`src/rtl/lock_ctrl.sv`:
```
// Purpose  : sequencer in front of the lock datapath; counts digits, forwards pulses, judges the
//            verdict, limits attempts with a tick-timed lockout, times out idle entry, reprograms code.
// Latency  : every output registered; l_* pulses appear 1 clk after the causing input.
// Backpress: none; at most one button per cycle is honoured (enter > b0 > b1 > prog), others dropped.
// Ports    : clk, reset_n (sync, active low), tick (slow divider pulse), b0/b1/enter/prog (button
//            pulses), lock_locked (lock verdict) -> l_b0/l_b1/l_enter/l_reset (to lock), code_out,
//            unlocked, lockout, fail_cnt, state.
module lock_ctrl #(
   parameter int                   CODE_SIZE     = 8,
   parameter logic [CODE_SIZE-1:0] CODE_INIT     = '0,
   parameter int                   MAX_FAILS     = 3,
   parameter int                   LOCKOUT_TICKS = 16,
   parameter int                   IDLE_TICKS    = 32,
   localparam int                  FW            = $clog2(MAX_FAILS + 1)
) (
   input  logic                 clk,
   input  logic                 reset_n,
   input  logic                 tick,
   input  logic                 b0,
   input  logic                 b1,
   input  logic                 enter,
   input  logic                 prog,
   input  logic                 lock_locked,
   output logic                 l_b0,
   output logic                 l_b1,
   output logic                 l_enter,
   output logic                 l_reset,
   output logic [CODE_SIZE-1:0] code_out,
   output logic                 unlocked,
   output logic                 lockout,
   output logic [FW-1:0]        fail_cnt,
   output logic [2:0]           state
);
   localparam int DW = $clog2(CODE_SIZE + 1);
   localparam int IW = $clog2(IDLE_TICKS + 1);
   localparam int LW = $clog2(LOCKOUT_TICKS + 1);

   typedef enum logic [2:0] {
      S_IDLE    = 3'd0,
      S_ENTRY   = 3'd1,
      S_CHECK   = 3'd2,
      S_OPEN    = 3'd3,
      S_PROG    = 3'd4,
      S_LOCKOUT = 3'd5
   } state_t;

   state_t               state_q, state_d;
   logic [FW-1:0]        fail_q, fail_d;
   logic [CODE_SIZE-1:0] code_q, code_d;
   logic [CODE_SIZE-1:0] new_code_q, new_code_d;
   logic [DW-1:0]        digit_cnt_q, digit_cnt_d;
   logic [IW-1:0]        idle_q, idle_d;
   logic [LW-1:0]        lo_q, lo_d;
   logic [1:0]           chk_q, chk_d;
   logic                 l_b0_q, l_b0_d, l_b1_q, l_b1_d;
   logic                 l_enter_q, l_enter_d, l_reset_q, l_reset_d;
   logic                 unlocked_q, unlocked_d, lockout_q, lockout_d;

   // single winning button per cycle
   logic ev_enter, ev_b0, ev_b1, ev_prog, ev_digit;
   logic idle_to;
   logic [FW-1:0] fail_inc;
   logic to_lockout;

   always_comb begin
      ev_enter   = enter;
      ev_b0      = !enter && b0;
      ev_b1      = !enter && !b0 && b1;
      ev_prog    = !enter && !b0 && !b1 && prog;
      ev_digit   = ev_b0 || ev_b1;
      idle_to    = tick && (idle_q == IW'(IDLE_TICKS - 1));
      fail_inc   = fail_q + 1'b1;
      to_lockout = (fail_inc == FW'(MAX_FAILS));

      state_d     = state_q;
      fail_d      = fail_q;
      code_d      = code_q;
      new_code_d  = new_code_q;
      digit_cnt_d = digit_cnt_q;
      idle_d      = idle_q;
      lo_d        = lo_q;
      chk_d       = chk_q;
      l_b0_d      = 1'b0;
      l_b1_d      = 1'b0;
      l_enter_d   = 1'b0;
      l_reset_d   = 1'b0;

      case (state_q)
         S_IDLE, S_ENTRY: begin
            if (ev_enter) begin
               if (digit_cnt_q == DW'(CODE_SIZE)) begin
                  l_enter_d = 1'b1;
                  state_d   = S_CHECK;
                  chk_d     = '0;
                  idle_d    = '0;
               end else if (digit_cnt_q != '0) begin
                  // short entry is judged as a failed attempt without involving the lock
                  l_reset_d   = 1'b1;
                  digit_cnt_d = '0;
                  idle_d      = '0;
                  fail_d      = fail_inc;
                  if (to_lockout) begin
                     state_d = S_LOCKOUT;
                     lo_d    = LW'(LOCKOUT_TICKS);
                  end else begin
                     state_d = S_IDLE;
                  end
               end
            end else if (ev_digit && digit_cnt_q != DW'(CODE_SIZE)) begin
               l_b0_d      = ev_b0;
               l_b1_d      = ev_b1;
               digit_cnt_d = digit_cnt_q + 1'b1;
               idle_d      = '0;
               state_d     = S_ENTRY;
            end else if (state_q == S_ENTRY && tick) begin
               // a dropped surplus digit does not restart the inactivity timer
               if (idle_to) begin
                  l_reset_d   = 1'b1;
                  state_d     = S_IDLE;
                  digit_cnt_d = '0;
                  idle_d      = '0;
               end else begin
                  idle_d = idle_q + 1'b1;
               end
            end
         end
         S_CHECK: begin
            // lock registers its verdict one clk after l_enter; sample on the third clk after enter
            if (chk_q == 2'd2) begin
               digit_cnt_d = '0;
               if (!lock_locked) begin
                  state_d = S_OPEN;
                  fail_d  = '0;
                  idle_d  = '0;
               end else begin
                  fail_d = fail_inc;
                  if (to_lockout) begin
                     state_d = S_LOCKOUT;
                     lo_d    = LW'(LOCKOUT_TICKS);
                  end else begin
                     state_d = S_IDLE;
                  end
               end
            end else begin
               chk_d = chk_q + 1'b1;
            end
         end
         S_OPEN: begin
            if (ev_enter) begin
               l_reset_d = 1'b1;
               state_d   = S_IDLE;
               idle_d    = '0;
            end else if (ev_prog) begin
               state_d     = S_PROG;
               digit_cnt_d = '0;
               new_code_d  = '0;
               idle_d      = '0;
            end else if (tick) begin
               if (idle_to) begin
                  l_reset_d = 1'b1;
                  state_d   = S_IDLE;
                  idle_d    = '0;
               end else begin
                  idle_d = idle_q + 1'b1;
               end
            end
         end
         S_PROG: begin
            if (ev_enter) begin
               if (digit_cnt_q == DW'(CODE_SIZE)) code_d = new_code_q;
               state_d     = S_OPEN;
               digit_cnt_d = '0;
               idle_d      = '0;
            end else if (ev_digit) begin
               // over-long entry keeps the most recent CODE_SIZE digits
               new_code_d = CODE_SIZE'({new_code_q, ev_b1});
               if (digit_cnt_q != DW'(CODE_SIZE)) digit_cnt_d = digit_cnt_q + 1'b1;
               idle_d = '0;
            end else if (tick) begin
               if (idle_to) begin
                  state_d     = S_OPEN;
                  digit_cnt_d = '0;
                  idle_d      = '0;
               end else begin
                  idle_d = idle_q + 1'b1;
               end
            end
         end
         S_LOCKOUT: begin
            if (tick) begin
               if (lo_q == LW'(1)) begin
                  state_d   = S_IDLE;
                  fail_d    = '0;
                  l_reset_d = 1'b1;
                  lo_d      = '0;
               end else begin
                  lo_d = lo_q - 1'b1;
               end
            end
         end
         default: state_d = S_IDLE;
      endcase

      unlocked_d = (state_d == S_OPEN) || (state_d == S_PROG);
      lockout_d  = (state_d == S_LOCKOUT);
   end

   always_ff @(posedge clk) begin
      if (!reset_n) begin
         state_q     <= S_IDLE;
         fail_q      <= '0;
         code_q      <= CODE_INIT;
         new_code_q  <= '0;
         digit_cnt_q <= '0;
         idle_q      <= '0;
         lo_q        <= '0;
         chk_q       <= '0;
         l_b0_q      <= 1'b0;
         l_b1_q      <= 1'b0;
         l_enter_q   <= 1'b0;
         l_reset_q   <= 1'b1;
         unlocked_q  <= 1'b0;
         lockout_q   <= 1'b0;
      end else begin
         state_q     <= state_d;
         fail_q      <= fail_d;
         code_q      <= code_d;
         new_code_q  <= new_code_d;
         digit_cnt_q <= digit_cnt_d;
         idle_q      <= idle_d;
         lo_q        <= lo_d;
         chk_q       <= chk_d;
         l_b0_q      <= l_b0_d;
         l_b1_q      <= l_b1_d;
         l_enter_q   <= l_enter_d;
         l_reset_q   <= l_reset_d;
         unlocked_q  <= unlocked_d;
         lockout_q   <= lockout_d;
      end
   end

   assign l_b0     = l_b0_q;
   assign l_b1     = l_b1_q;
   assign l_enter  = l_enter_q;
   assign l_reset  = l_reset_q;
   assign code_out = code_q;
   assign unlocked = unlocked_q;
   assign lockout  = lockout_q;
   assign fail_cnt = fail_q;
   assign state    = state_q;

endmodule
```
`config.mk`:
```
export PLATFORM = sky130hd
export DESIGN_NAME = lock_ctrl
export DESIGN_NICKNAME = d
export VERILOG_FILES = /design/src/rtl/lock_ctrl.sv
export SDC_FILE = /design/constraint.sdc
export NUM_CORES = 1
export LEC_CHECK = 0
export ABC_AREA = 1
export CORE_ASPECT_RATIO = 1.25
export CORE_MARGIN = 4
export CORE_UTILIZATION = 55
export DETAILED_ROUTE_END_ITERATION = 16
export PLACE_DENSITY = 0.81
export SLEW_MARGIN = 15
export SYNTH_ARGS = -nofsm -noshare
export SYNTH_HDL_FRONTEND = slang
export SYNTH_SLANG_ARGS = --single-unit
```
`constraint.sdc`:
```
create_clock -name clk -period 4.8 [get_ports clk]
set_input_delay 0.48 -clock clk [delete_from_list [all_inputs] [get_ports clk]]
set_output_delay 0.48 -clock clk [all_outputs]
set_load 0.1 [all_outputs]
```
# ---- Word-level counts from Yosys, hierarchy flattened
# Cells that the tools add are included.
dict set report word_totals {
  n_memories 0
  romBits 0
  latch_bits 0
  out_inout_bits 19
  mem_bits_rw 0
  ff_bits 44
  wordCells 171
}
dict set report classes {
  n_shift 0
  order_cmp 0
  eq_ne 34
  n_reduce_logical 29
  multipliers 0
  mux 86
  n_div 0
  bitwise 3
  n_addsub 5
}
# operator n
set op_table {}
lappend op_table {{6-bit 2-to-1 mux} 13}
lappend op_table {{3-bit 2-to-1 mux} 18}
lappend op_table {{4-bit 2-to-1 mux} 13}
lappend op_table {{5-bit 2-to-1 mux} 8}
lappend op_table {{8-bit 2-to-1 mux} 4}
lappend op_table {{2-bit inequality test (second input constant)} 14}
lappend op_table {{6-bit one-hot mux with 4 select lines} 1}
lappend op_table {{2-bit 2-to-1 mux} 10}
lappend op_table {{4-bit inequality test (second input constant)} 5}
lappend op_table {{4-bit one-hot mux with 4 select lines} 1}
lappend op_table {{8-bit one-hot mux with 2 select lines} 1}
lappend op_table {{3-bit one-hot mux with 5 select lines} 1}
lappend op_table {{5-bit one-hot mux with 3 select lines} 1}
lappend op_table {{7-bit AND reduction} 2}
lappend op_table {{3-bit equality test (second input constant)} 4}
lappend op_table {{1-bit 2-to-1 mux} 12}
lappend op_table {{5-bit AND reduction} 2}
lappend op_table {{3-bit by 2-bit equality test with 1-bit output (second input constant)} 3}
lappend op_table {{9-bit AND reduction} 1}
lappend op_table {{1-bit logical AND} 8}
lappend op_table {{4-bit nonzero test} 2}
lappend op_table {{6-bit by 1-bit adder with 6-bit output (second input constant)} 1}
lappend op_table {{6-bit by 5-bit equality test with 1-bit output (second input constant)} 1}
lappend op_table {{3-bit inequality test (second input constant)} 2}
lappend op_table {{20 further kinds} 29}

# ---- Longest topological paths before layout
dict set report logic_depth {
  word_depth 10
  ltp_mapped 12
}

# ---- Least setup slack after synthesis
# OpenSTA, ideal clock, no wires.
dict set report synth_path {
  path_type {flip-flop to flip-flop}
  startpoint {register state_q[0] (netlist: state[0])}
  endpoint {register idle_q[3]}
  required_ns 4.744
  setup_slack_ns 2.494
  setup_time_ns 0.056
  n_path_buf 1
  arrival_ns 2.250
  path_stages_with_launch 11
  path_cell_list {dfxtp_1 -> buf_2 -> nor2_2 -> nand2_2 -> inv_2 -> nor3_4 -> nand2_1 -> or2_1 -> nand3_1 -> nand2_1 -> inv_1}
}
dict set report synth_between {
  elab_chain_cells 4
}
# item line
set synth_lines {}
lappend synth_lines {{start: declaration} 47} ;# state_t state_q, state_d;
lappend synth_lines {{start signal: assignment} 225} ;# state_q <= state_d;
lappend synth_lines {{3-bit by 1-bit equality test with 1-bit output / 3-bit zero test (equally long branches)} {88, 115}}
lappend synth_lines {{2-bit OR reduction / 1-bit logical AND (equally long branches)} {88, 115}}
lappend synth_lines {{4-bit inequality test (no source line) / 4-bit nonzero test (equally long branches)} -}
lappend synth_lines {{5-bit AND reduction (no source line)} -}
lappend synth_lines {{end signal: assignment} 230} ;# idle_q <= idle_d;
lappend synth_lines {{end: declaration} 52} ;# logic [IW-1:0] idle_q, idle_d;
# Several ways; a longest one is shown, not always the timed one.
# A chain may end at the register's enable or synchronous reset.

# ---- Worst setup path in the final report
dict set report layout_path {
  startpoint {register state_q[0] (netlist: state[0])}
  endpoint {output port state[0]}
}
# item line
set layout_rtl {}
lappend layout_rtl {{end: declaration} 32} ;# output logic [2:0] state
# No word-level cell between the ends.

==> summary.md <==
The run finished with clean final reports. The repair_antennas step left the layout with diodes totalling 0. STA classifies the critical path endpoint as an output port. The distinct cell type count of the synthesized netlist was 36. Once detailed placement completed, the half-perimeter wirelength came to 4600 um.

The share of final-layout standard cells stronger than drive strength 1 came out at 9.22%. The critical-path cell with the highest stage delay is clkdlybuf4s50_1. The leakage dissipation was 1.29 nW.

The tools report the routed wire length as 6220 um. The routed design could run at a clock period as short as 2560 ps. The clock-pin slew on the worst setup and hold paths came out at 80 ps. The number of nets handed over by synthesis was 401. Across the run, the number of max-cap violations was 0.

The die extent in y was 84.1 um. The tools report the weighted congestion at the end of routability-driven global placement as 0.929. The floorplan step set the die width to 68.9 um. Startpoint kind of the worst setup timing path: a register. In the layout the commonest cells are nand2_1 (87), nor2_1 (54), dfxtp_1 (44). The post-synthesis xor/xnor area fraction came out at 2.06%. The H-tree was split into 2 levels.

On the worst path, the slowest cell contributes a delay of 1210 ps. The die covers 5790 um2. Including well taps, the total number of placed cells is 462. Setup violations remaining at the end of the flow were counted as 0. CTS buffer count: 5. In the synthesized netlist the dominant register cell turns out to be dfxtp_1. Row generation in the floorplan step produced 27 rows.

The fraction of registers with async set or reset after synthesis is 0%. Largest family of logic cells by synthesized area: simple AND/OR/NAND/NOR gates. The tools report the number of DRC markers after the initial detailed-route iteration as 211. The logs give 4.99% for the met3 layer usage reported by global route and 2 for the number of buffers on the longest clock path. The mux share of post-synthesis cell area is 0%, and the post-synthesis simple-gate area fraction is 35.2%. The startpoint identified for the worst register-to-register timing path is digit_cnt_q[0]$_SDFFE_PN0P_. The library cell used most frequently in the layout, excluding fill and tap cells, is nand2_1. Summed over all failing endpoints, the final setup total negative slack is 0 ps. Dividing the detail-routed wire length by the instance count gives 13.2 um.

The number of synthesis warnings was 0; the mean area per synthesized cell was 6.60 um2. Summing the areas of all compound-gate instances in the mapped netlist gives 16.2% of the synthesized area. Number of port buffers: 26. The pre-antenna-repair detailed-routing pass consisted of 5 iterations.

Between clock sinks in the finished design, the worst skew comes to 2.89 ps. Setup slack on the worst reg-to-reg path comes out at 2590 ps. The tools report the netlist area before placement as 2550 um2. For this run, the post-layout net count is 426.

For the largest voltage drop on the vdd net, the log shows 0.261 mV. The latest clock arrival within the worst-skew pair was 300 ps; the remaining number of nets flagged by the antenna check after routing was 0. The global routing stage identified its most utilized layer as met2.

The maximum clock frequency came out at 390 MHz. Counting flops and latches in the post-synthesis netlist gives 44. Met1 track utilization from global routing: 29.3%. The tools report the critical hold path startpoint as new_code_q[7]$_SDFFE_PN0P_. The critical path is of the register to output port type. The wire length of the first global-routing pass is 10800 um, and the number of hold-slack violations in the final timing report is 0. Root cell of the clock tree: clkbuf_8. Entering global routing, the biggest net connects 26 pins.

The logs give 0 for the number of setup buffers added after CTS and 2080 ps for the data arrival time at the worst-slack endpoint. For the number of max-slew violations in the final report, the log shows 0. The share of the Yosys chip area taken by registers is 34.6%.

For this run the aggregate overflow at the end of global routing stands at 0. The synthesis-to-layout area growth was 16.5%. The total power of the final layout is 1.45 mW, and the initial antenna violation count is 0. The multi-input combinational cell area came out at 1450 um2. TritonCTS built the clock tree.

For the area taken by flip-flops and latches, the log shows 881 um2. Of the total synthesized cell area, the portion taken by full adders, half adders and majority gates is 3.44%. The initial core utilization is 57.2%. After the flow finishes, the layout carries non-filler instances totaling 470. Setup repair after global routing left no endpoint under its margin.

Global routing consumed, on the met2 layer, 40.0% of the routing resources. Areal power density over the cells: 489 nW/um2. The class of the most critical hold timing path is register to register. For this design, the CTS-stage hold fixing added 0 buffers. Using the TritonRoute via totals, the vias-per-cell ratio works out to 5.43. The cell area after placement was 2840 um2. The post-layout instance area was 2970 um2. For this block, the via count after detailed routing is 2553. The critical path starts at state[0]$_SDFF_PN0_.

The kind of cell with the highest combined delay along the critical path is buffers and inverters. At the pin with the least slew margin, the transition time is 974 ps. Yosys mapped a number of flops with a built-in enable equal to 0. 27 I/O pins were placed.

The floorplan step defined a core boundary enclosing 4460 um2. In the routed design, unresolved DRC markers number 0. The filler cell count is 413, and the final cycle utilization of the critical path is 53.4%.

For the via count of the first global-routing pass, the log shows 2459. Once the clock tree was built, the resizer swapped 0 gates to a different size. For the data required time at the worst endpoint, the log shows 4320 ps.

Across every metal layer, demand over resource in global routing totals 24.0%. The critical-path maximum fanout was 10. In the synthesized netlist, the number of instances is 386.

The number of sinks driven by the clock tree is 44. Walking the worst path, the cells encountered are clkdlybuf4s50_1. The normalized max-slew margin is 34.9%, and the buffers plus inverters on the worst setup path is 1.
-- registers in the layout, summed over array words and instances, names as in the netlist --
name,flops
state,3
fail_cnt,2
new_code_q,8
lo_q,5
l_reset,1
code_out,8
idle_q,6
digit_cnt_q,4
l_enter,1
l_b1,1
chk_q,2
lockout,1
unlocked,1
l_b0,1
-- logic make-up after synthesis --
logic type / Yosys count
AND/OR/NAND/NOR: 201
flip-flops: 44
AO/OA/AOI/OAI: 73
XOR/XNOR: 6
adder cells (fa/ha/maj): 7
buffers and inverters: 55
-- through the flow --
stage | hold WS, ps | setup slack (ps) | util, %
floorplan | 423 | 2490 | -
CTS | 461 | 2250 | 66.6
global placement | 443 | 2230 | 63.7
finish | 455 | 2240 | 66.6
detailed placement | 449 | 2180 | 63.7
global route | 494 | 2200 | 66.6
-- layout make-up --
cell class | count | share of cell area, %
flip-flops and latches | 44 | 29.7
inverters | 46 | 5.82
repair buffers | 27 | 9.02
multi-input cells | 287 | 48.8
clock inverters | 1 | 1.01
clock buffers | 7 | 3.24
well taps | 58 | 2.44
-- final timing paths --
| check | to | cells past startpoint |
|---|---|---|
| worst max register to register | idle_q[3]$_SDFFE_PN0P_ | 11 |
| worst max-delay path | state[0] | 1 |
| worst min register to register | code_out[7]$_SDFFE_PN0P_ | 2 |
| worst min-delay path | code_out[7]$_SDFFE_PN0P_ | 2 |
-- cell usage after synthesis, types with 2 or more instances --
library cell   n  area share [%]
a211oi_1       5             1.5
a21oi_1       31             6.1
a22oi_1        3            0.88
a31oi_1        3            0.74
buf_2          4            0.79
buf_4          2            0.59
clkbuf_1       3            0.44
dfxtp_1       44              35
ha_1           7             3.4
inv_1         37             5.4
inv_2          8             1.2
nand2_1       87              13
nand2_2        3            0.74
nand3_1       30             5.9
nand4_1        4            0.98
nor2_1        54             8.0
nor2_2         7             1.7
nor2_4         2            0.88
nor3_1         4            0.79
o211ai_1       3            0.88
o21ai_0       23             4.5
o21ai_1        2            0.39
or2_2          3            0.74
xor2_1         5             1.7
-- metal layers --
layer | wire (um) | part of all wire [%] | up-vias
li1 | - | - | 1310
met1 | 2630 | 42 | 1141
met2 | 3070 | 49 | 89
met3 | 344 | 5.5 | 13
met4 | 172 | 2.8 | 0
met5 | 0 | 0 | -
-- power breakdown --
part           leakage [nW]  internal, mW  switching [mW]  total [mW]
Sequential            0.358         0.424          0.0693       0.494
Clock                0.0645         0.184           0.125       0.308
Combinational         0.873         0.199           0.450       0.650
Note: power is estimated with default switching activity, not from simulation.
